<file path="config.mk">
export PLATFORM = sky130hd
export DESIGN_NAME = crop_capture_ctrl
export DESIGN_NICKNAME = d
export VERILOG_FILES = /design/src/rtl/crop_capture_ctrl_pkg.sv /design/src/rtl/crop_window_regs.sv /design/src/rtl/crop_capture_ctrl.sv
export SDC_FILE = /design/constraint.sdc
export NUM_CORES = 1
export LEC_CHECK = 0
export ABC_AREA = 1
export BUFFER_PORTS_ARGS = -buffer_cell sky130_fd_sc_hd__buf_2
export CAP_MARGIN = 20
export CORE_UTILIZATION = 50
export CTS_BUF_LIST = sky130_fd_sc_hd__clkbuf_16
export CTS_CLUSTER_SIZE = 20
export DETAILED_ROUTE_END_ITERATION = 10
export PLACE_DENSITY = 0.71
export SYNTH_ARGS = -nofsm -noshare
export SYNTH_HDL_FRONTEND = slang
export SYNTH_HIERARCHICAL = 1
export SYNTH_SLANG_ARGS = --single-unit
</file>
<file path="constraint.sdc">
create_clock -name iCLK -period 2.7 [get_ports iCLK]
set_input_delay 0.54 -clock iCLK [delete_from_list [all_inputs] [get_ports iCLK]]
set_output_delay 0.54 -clock iCLK [all_outputs]
set_load 0.1 [all_outputs]
</file>
<file path="src/rtl/crop_capture_ctrl_pkg.sv">
// Shared definitions for the crop / snapshot path: FSM encoding, config
// register addresses and the default crop window.
package crop_capture_ctrl_pkg;

    typedef enum logic [1:0] {
        ST_IDLE    = 2'd0,
        ST_ARMED   = 2'd1,
        ST_CAPTURE = 2'd2,
        ST_DONE    = 2'd3
    } capState_t;

    localparam logic [1:0] CFG_H_START = 2'd0;
    localparam logic [1:0] CFG_H_END   = 2'd1;
    localparam logic [1:0] CFG_V_START = 2'd2;
    localparam logic [1:0] CFG_V_END   = 2'd3;

    localparam int unsigned PKG_DEF_H_START = 32'd256;
    localparam int unsigned PKG_DEF_H_END   = 32'd640;
    localparam int unsigned PKG_DEF_V_START = 32'd0;
    localparam int unsigned PKG_DEF_V_END   = 32'd480;

    // A window is usable only when both half-open intervals are non-empty.
    function automatic logic windowOk(input logic [31:0] hStart,
                                      input logic [31:0] hEnd,
                                      input logic [31:0] vStart,
                                      input logic [31:0] vEnd);
        return (hStart < hEnd) && (vStart < vEnd);
    endfunction

endpackage

</file>
<file path="src/rtl/crop_window_regs.sv">
// Staged and active crop window registers. Software writes land in the
// staged copy at any time; the active copy only changes on a commit, which
// the top level issues at frame start outside of a capture.
module crop_window_regs
    import crop_capture_ctrl_pkg::*;
#(
    parameter int unsigned CW          = 13,
    parameter int unsigned DEF_H_START = PKG_DEF_H_START,
    parameter int unsigned DEF_H_END   = PKG_DEF_H_END,
    parameter int unsigned DEF_V_START = PKG_DEF_V_START,
    parameter int unsigned DEF_V_END   = PKG_DEF_V_END
) (
    input  logic          iCLK,
    input  logic          iRST,
    input  logic          iCfg_WE,
    input  logic [1:0]    iCfg_Addr,
    input  logic [CW-1:0] iCfg_Data,
    input  logic          iCommit,
    output logic [CW-1:0] oH_Start,
    output logic [CW-1:0] oH_End,
    output logic [CW-1:0] oV_Start,
    output logic [CW-1:0] oV_End,
    output logic          oCfg_Err
);

    logic [CW-1:0] stagedHStart;
    logic [CW-1:0] stagedHEnd;
    logic [CW-1:0] stagedVStart;
    logic [CW-1:0] stagedVEnd;
    logic          stagedOk;

    assign stagedOk = windowOk(32'(stagedHStart), 32'(stagedHEnd),
                               32'(stagedVStart), 32'(stagedVEnd));

    // Software-visible staged window; a write in the commit cycle lands after
    // the commit has already sampled the old staged value.
    always_ff @(posedge iCLK or negedge iRST) begin
        if (!iRST) begin
            stagedHStart <= CW'(DEF_H_START);
            stagedHEnd   <= CW'(DEF_H_END);
            stagedVStart <= CW'(DEF_V_START);
            stagedVEnd   <= CW'(DEF_V_END);
        end else if (iCfg_WE) begin
            case (iCfg_Addr)
                CFG_H_START: stagedHStart <= iCfg_Data;
                CFG_H_END:   stagedHEnd   <= iCfg_Data;
                CFG_V_START: stagedVStart <= iCfg_Data;
                CFG_V_END:   stagedVEnd   <= iCfg_Data;
                default:     stagedHStart <= stagedHStart;
            endcase
        end
    end

    // Active window and sticky error: a bad staged window is refused at commit.
    always_ff @(posedge iCLK or negedge iRST) begin
        if (!iRST) begin
            oH_Start <= CW'(DEF_H_START);
            oH_End   <= CW'(DEF_H_END);
            oV_Start <= CW'(DEF_V_START);
            oV_End   <= CW'(DEF_V_END);
            oCfg_Err <= 1'b0;
        end else if (iCommit && stagedOk) begin
            oH_Start <= stagedHStart;
            oH_End   <= stagedHEnd;
            oV_Start <= stagedVStart;
            oV_End   <= stagedVEnd;
            oCfg_Err <= 1'b0;
        end else if (iCommit) begin
            oCfg_Err <= 1'b1;
        end
    end

endmodule

</file>
<file path="src/rtl/crop_capture_ctrl.sv">
// Crop stage controller: frame-edge detection, per-pixel crop enable and the
// single-frame snapshot sequencer (IDLE -> ARMED -> CAPTURE -> DONE).
module crop_capture_ctrl
    import crop_capture_ctrl_pkg::*;
#(
    parameter int unsigned CW          = 13,
    parameter int unsigned DEF_H_START = PKG_DEF_H_START,
    parameter int unsigned DEF_H_END   = PKG_DEF_H_END,
    parameter int unsigned DEF_V_START = PKG_DEF_V_START,
    parameter int unsigned DEF_V_END   = PKG_DEF_V_END,
    parameter int unsigned PCW         = 24
) (
    input  logic           iCLK,
    input  logic           iRST,
    input  logic           iFVAL,
    input  logic           iLVAL,
    input  logic [CW-1:0]  iH_Cont,
    input  logic [CW-1:0]  iV_Cont,
    input  logic           iCfg_WE,
    input  logic [1:0]     iCfg_Addr,
    input  logic [CW-1:0]  iCfg_Data,
    input  logic           iCapture,
    input  logic           iAbort,
    output logic           oCrop_En,
    output logic           oCap_En,
    output logic           oBusy,
    output logic           oDone,
    output logic           oCfg_Err,
    output logic [PCW-1:0] oPix_Cnt,
    output logic [CW-1:0]  oH_Start,
    output logic [CW-1:0]  oH_End,
    output logic [CW-1:0]  oV_Start,
    output logic [CW-1:0]  oV_End
);

    capState_t state;
    capState_t nextState;
    logic      fvalD;
    logic      fvalPrimed;
    logic      frameStart;
    logic      frameEnd;
    logic      commit;
    logic      clearCnt;
    logic      insideWin;

    // A frame start needs FVAL to have been seen low since reset, so a frame
    // already running at reset release is not treated as a new one.
    assign frameStart = iFVAL & ~fvalD & fvalPrimed;
    assign frameEnd   = ~iFVAL & fvalD;

    // The window is frozen during a capture; ARMED->CAPTURE commits first.
    assign commit = frameStart & (state != ST_CAPTURE);

    assign insideWin = iFVAL & iLVAL
                     & (iH_Cont >= oH_Start) & (iH_Cont < oH_End)
                     & (iV_Cont >= oV_Start) & (iV_Cont < oV_End);

    crop_window_regs #(
        .CW          (CW),
        .DEF_H_START (DEF_H_START),
        .DEF_H_END   (DEF_H_END),
        .DEF_V_START (DEF_V_START),
        .DEF_V_END   (DEF_V_END)
    ) uWinRegs (
        .iCLK      (iCLK),
        .iRST      (iRST),
        .iCfg_WE   (iCfg_WE),
        .iCfg_Addr (iCfg_Addr),
        .iCfg_Data (iCfg_Data),
        .iCommit   (commit),
        .oH_Start  (oH_Start),
        .oH_End    (oH_End),
        .oV_Start  (oV_Start),
        .oV_End    (oV_End),
        .oCfg_Err  (oCfg_Err)
    );

    // FVAL history for edge detection.
    always_ff @(posedge iCLK or negedge iRST) begin
        if (!iRST) begin
            fvalD      <= 1'b0;
            fvalPrimed <= 1'b0;
        end else begin
            fvalD      <= iFVAL;
            fvalPrimed <= fvalPrimed | ~iFVAL;
        end
    end

    // Registered crop enable, one pixel clock behind the counters.
    always_ff @(posedge iCLK or negedge iRST) begin
        if (!iRST) begin
            oCrop_En <= 1'b0;
        end else begin
            oCrop_En <= insideWin;
        end
    end

    // Snapshot FSM state register.
    always_ff @(posedge iCLK or negedge iRST) begin
        if (!iRST) begin
            state <= ST_IDLE;
        end else begin
            state <= nextState;
        end
    end

    // Snapshot FSM next state; abort takes priority over every other event.
    always_comb begin
        nextState = state;
        clearCnt  = 1'b0;
        case (state)
            ST_IDLE: begin
                if (iCapture && !iAbort) begin
                    nextState = ST_ARMED;
                    clearCnt  = 1'b1;
                end else begin
                    nextState = ST_IDLE;
                end
            end
            ST_ARMED: begin
                if (iAbort) begin
                    nextState = ST_IDLE;
                end else if (frameStart) begin
                    nextState = ST_CAPTURE;
                end else begin
                    nextState = ST_ARMED;
                end
            end
            ST_CAPTURE: begin
                if (iAbort) begin
                    nextState = ST_IDLE;
                end else if (frameEnd) begin
                    nextState = ST_DONE;
                end else begin
                    nextState = ST_CAPTURE;
                end
            end
            ST_DONE: begin
                nextState = ST_IDLE;
            end
            default: begin
                nextState = ST_IDLE;
            end
        endcase
    end

    assign oCap_En = oCrop_En & (state == ST_CAPTURE);
    assign oBusy   = (state == ST_ARMED) | (state == ST_CAPTURE);
    assign oDone   = (state == ST_DONE);

    // Captured-pixel counter: cleared on arming, saturates at all-ones.
    always_ff @(posedge iCLK or negedge iRST) begin
        if (!iRST) begin
            oPix_Cnt <= {PCW{1'b0}};
        end else if (clearCnt) begin
            oPix_Cnt <= {PCW{1'b0}};
        end else if (oCap_En && (oPix_Cnt != {PCW{1'b1}})) begin
            oPix_Cnt <= oPix_Cnt + PCW'(1);
        end
    end

endmodule

</file>
==> out/results.ini, run 1 <==
[power_and_ir_drop]
ir_worst_vdd_v = 0.000797
swShare_pct = 53.3
powerDensity_mw_per_mm2 = 1120
p_total_mw = 11.1
intPower_mw = 5.17
p_leak_nw = 5.32
p_clk_share_pct = 20.6
comb_power_share_pct = 51.2
p_switching_mw = 5.91
seq_power_share_pct = 28.2

[synth]
yosysSeqAreaShare_pct = 39.6
yosysMostFrequentCell = nand2_1
synth_warnings = 6
synth.distinct_cells = 33
synth.avg_cell_area_um2 = 7.86
syn_inst = 1083
async_flop_share_pct = 100
synth_edf_count = 0
yosys-top-cells-count = nand2_1 (263), inv_1 (211), dfrtp_1 (120)
syn-cell-area_mm2 = 0.00852
syn_nets = 1211
synth_area_leader_cell = dfrtp_1
ys.flop_type = dfrtp_1
yosys-top-cells-area = dfrtp_1 (35%), ha_1 (12%), nand2_1 (12%), inv_1 (9.3%), nand3_1 (4.9%)
synth_top_area_share_pct = 35.3
ys_ff_latch = 134

[drt]
drc = 0
drtIter0Drc = 428
finalWirelength_um = 21100
vias = 7257
postRouteAntennaNets = 0
dr.pass1.iters = 5
wire_per_inst_um = 14.6
post_drt_via_cell_ratio = 5.03

[job]
cap_violations = 0

[floorplan]
die_w_um = 133
design.core.area_mm2 = 0.0166
die_h_um = 133
die_area_mm2 = 0.0176
io_pins = 129
start_util_pct = 51.4
rows = 47

[setup_path]
cpPeakStageDelay_ps = 460
setup.worst_path.start_class = register
slowest_stage = buf_2
cp_max_fo = 3
cp_cell_sequence = inv_1 > ha_1 > nand2_1 > inv_1 > buf_2
endpoint_kind = output pin
critPathKind = reg -> out
critPathTopFamily = buffers and inverters
crit_top_cell = inv_1
reg2reg_slack_ps = 480
crit_buf_inv = 3
cp.required_ps = 2160
worstPathArrival_ps = 1890

[placement]
io_buffers = 128
routabilityCongestion = 0.914
pre_cts_ws_ps = 215
postPlaceCellArea_mm2 = 0.00929
dpl.hpwl_um = 15800
dp_cells = 1410

[cells_and_area]
n_fill_cell = 1554
area_delta_synth_final_pct = 15.8
fin_util_pct = 59.5
final_cells = 1442
diodes = 0
final-seq-area_mm2 = 0.00337
fin_area_mm2 = 0.00987
multiInputGateArea_mm2 = 0.00407
drive_above_1_share_pct = 17.5
nets = 1337

[clock_network]
clk_pin_slew_ps = 60
htreeDepth = 4
clock_sinks = 134
cts_buffer_depth = 2
cts_tree = yes
cts-resized-gates = 0
cts_setup_buffers = 0
clock-root-buffer = clkbuf_16
cts_buffers = 17
postCtsHoldBufs = 0
clock_latency_ps = 430

[grt]
grt_pass1_vias = 6833
grt_max_degree = 55
antenna_found_initial = 0
grt-ovfl-total = 0
grt_pass1_wl_um = 34600
track_usage_pct = 25.1

[timing]
fmax_ghz = 0.412
fin_ws_ps = 272
finClkSkew_ps = 10.8
fin_crit_sh_pct = 89.9
hold_slack_ps = 65.6
slew_headroom_pct = 48.7
fin_setup_tns_ps = 0
worstMarginPinSlew_ps = 768
drv_slew = 0
period_needed_ps = 2430
rsz0062_at_grt = false
finalHoldViolations = 0
setup_viol = 0

[run_status]
status = finished, final reports clean

[worst_hold_path]
hold_path.class = in -> async

==> cell usage in the layout, fill, tap and decap left out, types with 3 or more instances in the layout <==
master / synthesis / final
a21oi_1: 29 / 29
buf_12: 0 / 3
buf_2: 1 / 127
buf_4: 4 / 9
clkbuf_16: 0 / 17
clkinv_4: 1 / 3
clkinvlp_4: 0 / 3
dfrtp_1: 120 / 120
dfstp_2: 14 / 14
ha_1: 80 / 80
inv_1: 211 / 211
inv_6: 1 / 5
nand2_1: 263 / 263
nand2_4: 3 / 3
nand3_1: 84 / 84
nand3_2: 11 / 11
nand4_1: 13 / 13
nor2_1: 59 / 59
nor2_2: 4 / 4
nor2_4: 3 / 3
nor3_1: 10 / 10
o21ai_0: 72 / 72
o21bai_1: 52 / 52
xor2_1: 7 / 7
==> worst paths after layout <==
kind | to | startpoint | cells past startpoint
max in group asynchronous | uWinRegs/oH_End[7] | iRST | 2
setup reg to reg | uWinRegs/oV_Start[2] | uWinRegs/stagedVEnd[8] | 11
setup / recovery | oCap_En | state[0] | 5
min in group iCLK | fvalD | iFVAL | 1
hold reg to reg | fvalPrimed | fvalPrimed | 2
hold / removal | fvalD | iRST | 1
==> cell type report <==
class                      count  share of cell area [%]
clock inverter                15                    1.55
sequential                   134                    34.2
timing repair buffer         139                    7.74
multi-input combinational    704                    41.2
inverter                     213                    8.21
clock buffer                  17                    4.31
tap                          220                    2.79
==> kinds of logic after synthesis <==
group | share of synthesized area, %
fa+ha+maj | 11.8
flops | 39.6
xor+xnor | 0.823
simple gates | 24.1
buf+inv | 12.6
compound gates | 11.1
==> per-layer routing <==
layer | vias up | part of all wire [%] | GRT usage [%]
met4 | 0 | 1.7 | 9.20
met2 | 180 | 48 | 41.3
met3 | 24 | 4.2 | 3.87
li1 | 3677 | - | -
met1 | 3376 | 46 | 33.4
met5 | - | 0 | 0
==> registers in the layout (all words and copies together), names as in the netlist <==
signal,flops
oCrop_En,1
uWinRegs/stagedVEnd,13
oPix_Cnt,24
uWinRegs/stagedHEnd,13
fvalPrimed,1
uWinRegs/oV_Start,13
uWinRegs/oCfg_Err,1
fvalD,1
uWinRegs/oV_End,13
uWinRegs/oH_End,13
state,2
uWinRegs/stagedVStart,13
uWinRegs/stagedHStart,13
uWinRegs/oH_Start,13
==> power by group through the flow <==
stage	Sequential, mW	Combinational, mW	Clock [mW]
6_report	3.12	5.67	2.29
5_1_grt	3.19	6.13	2.39
4_1_cts	3.12	5.70	2.32
3_5_place_dp	3.15	5.67	0
3_3_place_gp	3.15	5.57	0
2_1_floorplan	5.80	1.92	0
No activity file was read; power rests on OpenSTA's default activity.
==> run 2, diff against run 1 <==
Settings changed: CELL_PAD_IN_SITES_DETAIL_PLACEMENT set to 1, CELL_PAD_IN_SITES_GLOBAL_PLACEMENT set to 2, CORE_UTILIZATION 50 to 30, PLACE_DENSITY 0.71 to unset, PLACE_DENSITY_LB_ADDON set to 0.1.
==> run 2 against run 1 <==
Maximum frequency is 0.12% higher. Global-route usage is 6.1 points lower. Die area is 66% higher. Critical path type unchanged. Setup slack better by 2.8 ps. Register-to-register slack better by 180 ps. Sequential share of layout area is 0.87 points lower. Sequential cell count stayed put. Via count is 0.91% lower. Total power is 1.4% higher. Hold slack better by 200 ps. Clock power hardly changed. Clock skew is 2.3 ps higher.
==> out/results.ini, run 2 (synthesis results as in run 1) <==
[run_status]
status = finished, final reports clean

[setup_path]
cp.required_ps = 2160  ; about the same
critPathKind = reg -> out
cp_cell_sequence = inv_1 > ha_1 > nand2_1 > inv_1 > buf_2
setup.worst_path.start_class = register
cp_max_fo = 3  ; unchanged
endpoint_kind = output pin
reg2reg_depth = 10  ; -1
worstPathArrival_ps = 1890  ; about the same
reg2reg_slack_ps = 660  ; +180 ps
slowest_stage = buf_2
reg2reg_from = uWinRegs/stagedVEnd[8]
r2r_end = uWinRegs/oH_End[11]
crit_top_cell = inv_1
cpPeakStageDelay_ps = 460  ; about the same

[timing]
rsz0062_at_grt = false
fin_setup_tns_ps = 0  ; unchanged
drv_slew = 0  ; unchanged
fin_ws_ps = 274  ; +2.84 ps
fin_crit_sh_pct = 89.8  ; -0.11 points
finalHoldViolations = 0  ; unchanged
fmax_ghz = 0.412  ; +0.12%
slew_headroom_pct = 45.3  ; -3.4 points
hold_slack_ps = 262  ; +197 ps
worstMarginPinSlew_ps = 819  ; +51.1 ps
period_needed_ps = 2430  ; -2.84 ps
setup_viol = 0  ; unchanged
finClkSkew_ps = 13.1  ; +2.29 ps

[clock_network]
clock-root-buffer = clkbuf_16
postCtsHoldBufs = 1  ; +1
clock_latency_ps = 430  ; about the same
cts_setup_buffers = 0  ; unchanged
cts_buffer_depth = 2  ; unchanged
cts_buffers = 17  ; unchanged
clk_pin_slew_ps = 70  ; about the same
clock_sinks = 134  ; unchanged
htreeDepth = 4  ; unchanged
cts_tree = yes
cts-resized-gates = 0  ; unchanged

[cells_and_area]
final_common_cell = nand2_1
nets = 1343  ; +0.45%
area_delta_synth_final_pct = 18.9
largest_register_ffs = 24  ; unchanged
fin_util_pct = 36.3  ; -23 points
final_cell_mix = nand2_1 (263), inv_1 (211), buf_2 (127)
drive_above_1_share_pct = 17.9  ; +0.40 points
largest-register = oPix_Cnt

[grt]
grt_pass1_wl_um = 41500  ; +20%
antenna_found_initial = 1  ; +1
grt_max_degree = 63  ; +15%
grt-ovfl-total = 0  ; unchanged
grt_pass1_vias = 7297  ; +6.8%
track_usage_pct = 19.0  ; -6.1 points

[drt]
drtIter0Drc = 388  ; -9.3%
vias = 7191  ; -0.91%
post_drt_via_cell_ratio = 4.47  ; -11%
postRouteAntennaNets = 0  ; unchanged
finalWirelength_um = 26200  ; +24%
wire_per_inst_um = 16.3  ; +12%
dr.pass1.iters = 4  ; -1
drc = 0  ; unchanged

[placement]
routabilityCongestion = 0.868  ; -5.0%
dpl.hpwl_um = 20600  ; +30%
io_buffers = 128  ; unchanged
pre_cts_ws_ps = 380  ; +165 ps

[power_and_ir_drop]
p_total_mw = 11.2  ; +1.4%
ir_worst_vdd_v = 0.000561  ; -30%
p_leak_nw = 5.36  ; +0.74%
powerDensity_mw_per_mm2 = 1110  ; -1.2%

[worst_hold_path]
holdPathStages = 1
hold_end = fvalD
hold_path.class = in -> reg
min_from = iFVAL

[job]
cap_violations = 0  ; unchanged

[floorplan]
die_w_um = 170  ; +29%
design.core.area_mm2 = 0.0279  ; +68%
rows = 61  ; +30%
die_h_um = 170  ; +29%
start_util_pct = 30.6  ; -21 points
io_pins = 129  ; unchanged
die_area_mm2 = 0.0291  ; +66%

run 2: changes by cell type in the layout (fill, tap and decap cells not counted), sizes merged:
cell,previous run,this run
buf,139,144
bufinv,2,0
clkinv,7,6
clkinvlp,3,0
diode,0,1
dlygate4sd3,0,1
inv,216,222
run 2: through the flow:
| stage | instances | instance area [um2] |
|---|---|---|
| floorplan | 1083 | 8520 |
| global placement | 1573 | 9530 |
| detailed placement | 1573 | 9530 |
| CTS | 1606 | 10100 |
| global route | 1606 | 10100 |
| finish | 1607 | 10100 |
run 2: layout make-up:
class	count	area [um2]
clock buffer	17	425
sequential	134	3370
multi-input combinational	704	4070
fill	3416	17700
clock inverter	15	159
tap	378	473
antenna	1	2.50
inverter	213	810
timing repair buffer	145	815
run 2: worst max-delay path by stage:
stage | startpoint | endpoint | slack, ps | depth (start not counted)
global placement | iFVAL | uWinRegs/oH_End[11] | 430 | 15
CTS | state[0] | oCap_En | 240 | 5
detailed placement | iFVAL | uWinRegs/oV_Start[12] | 380 | 14
finish | state[0] | oCap_En | 270 | 5
global route | state[0] | oCap_En | 140 | 5
floorplan | oCrop_En | oPix_Cnt[6] | 190 | 8
run 2: where the power goes:
group	switching (mW)	internal (mW)
Clock	1.08	1.24
Sequential	0.606	2.58
Combinational	4.48	1.25
Total	6.17	5.06
run 2: worst max-delay path, delay by kind of cell (launching register included):
family	cells	cell delay (ps)
flip-flops	1	400
buffers and inverters	3	740
AND/OR/NAND/NOR	1	100
adder cells (fa/ha/maj)	1	220
run 2: layer usage:
| layer | routed length, um | track usage, % |
|---|---|---|
| met1 | 12800 | 25.9 |
| met4 | 355 | 5.05 |
| met5 | 13 | 0 |
| met2 | 12400 | 31.1 |
| met3 | 700 | 2.94 |
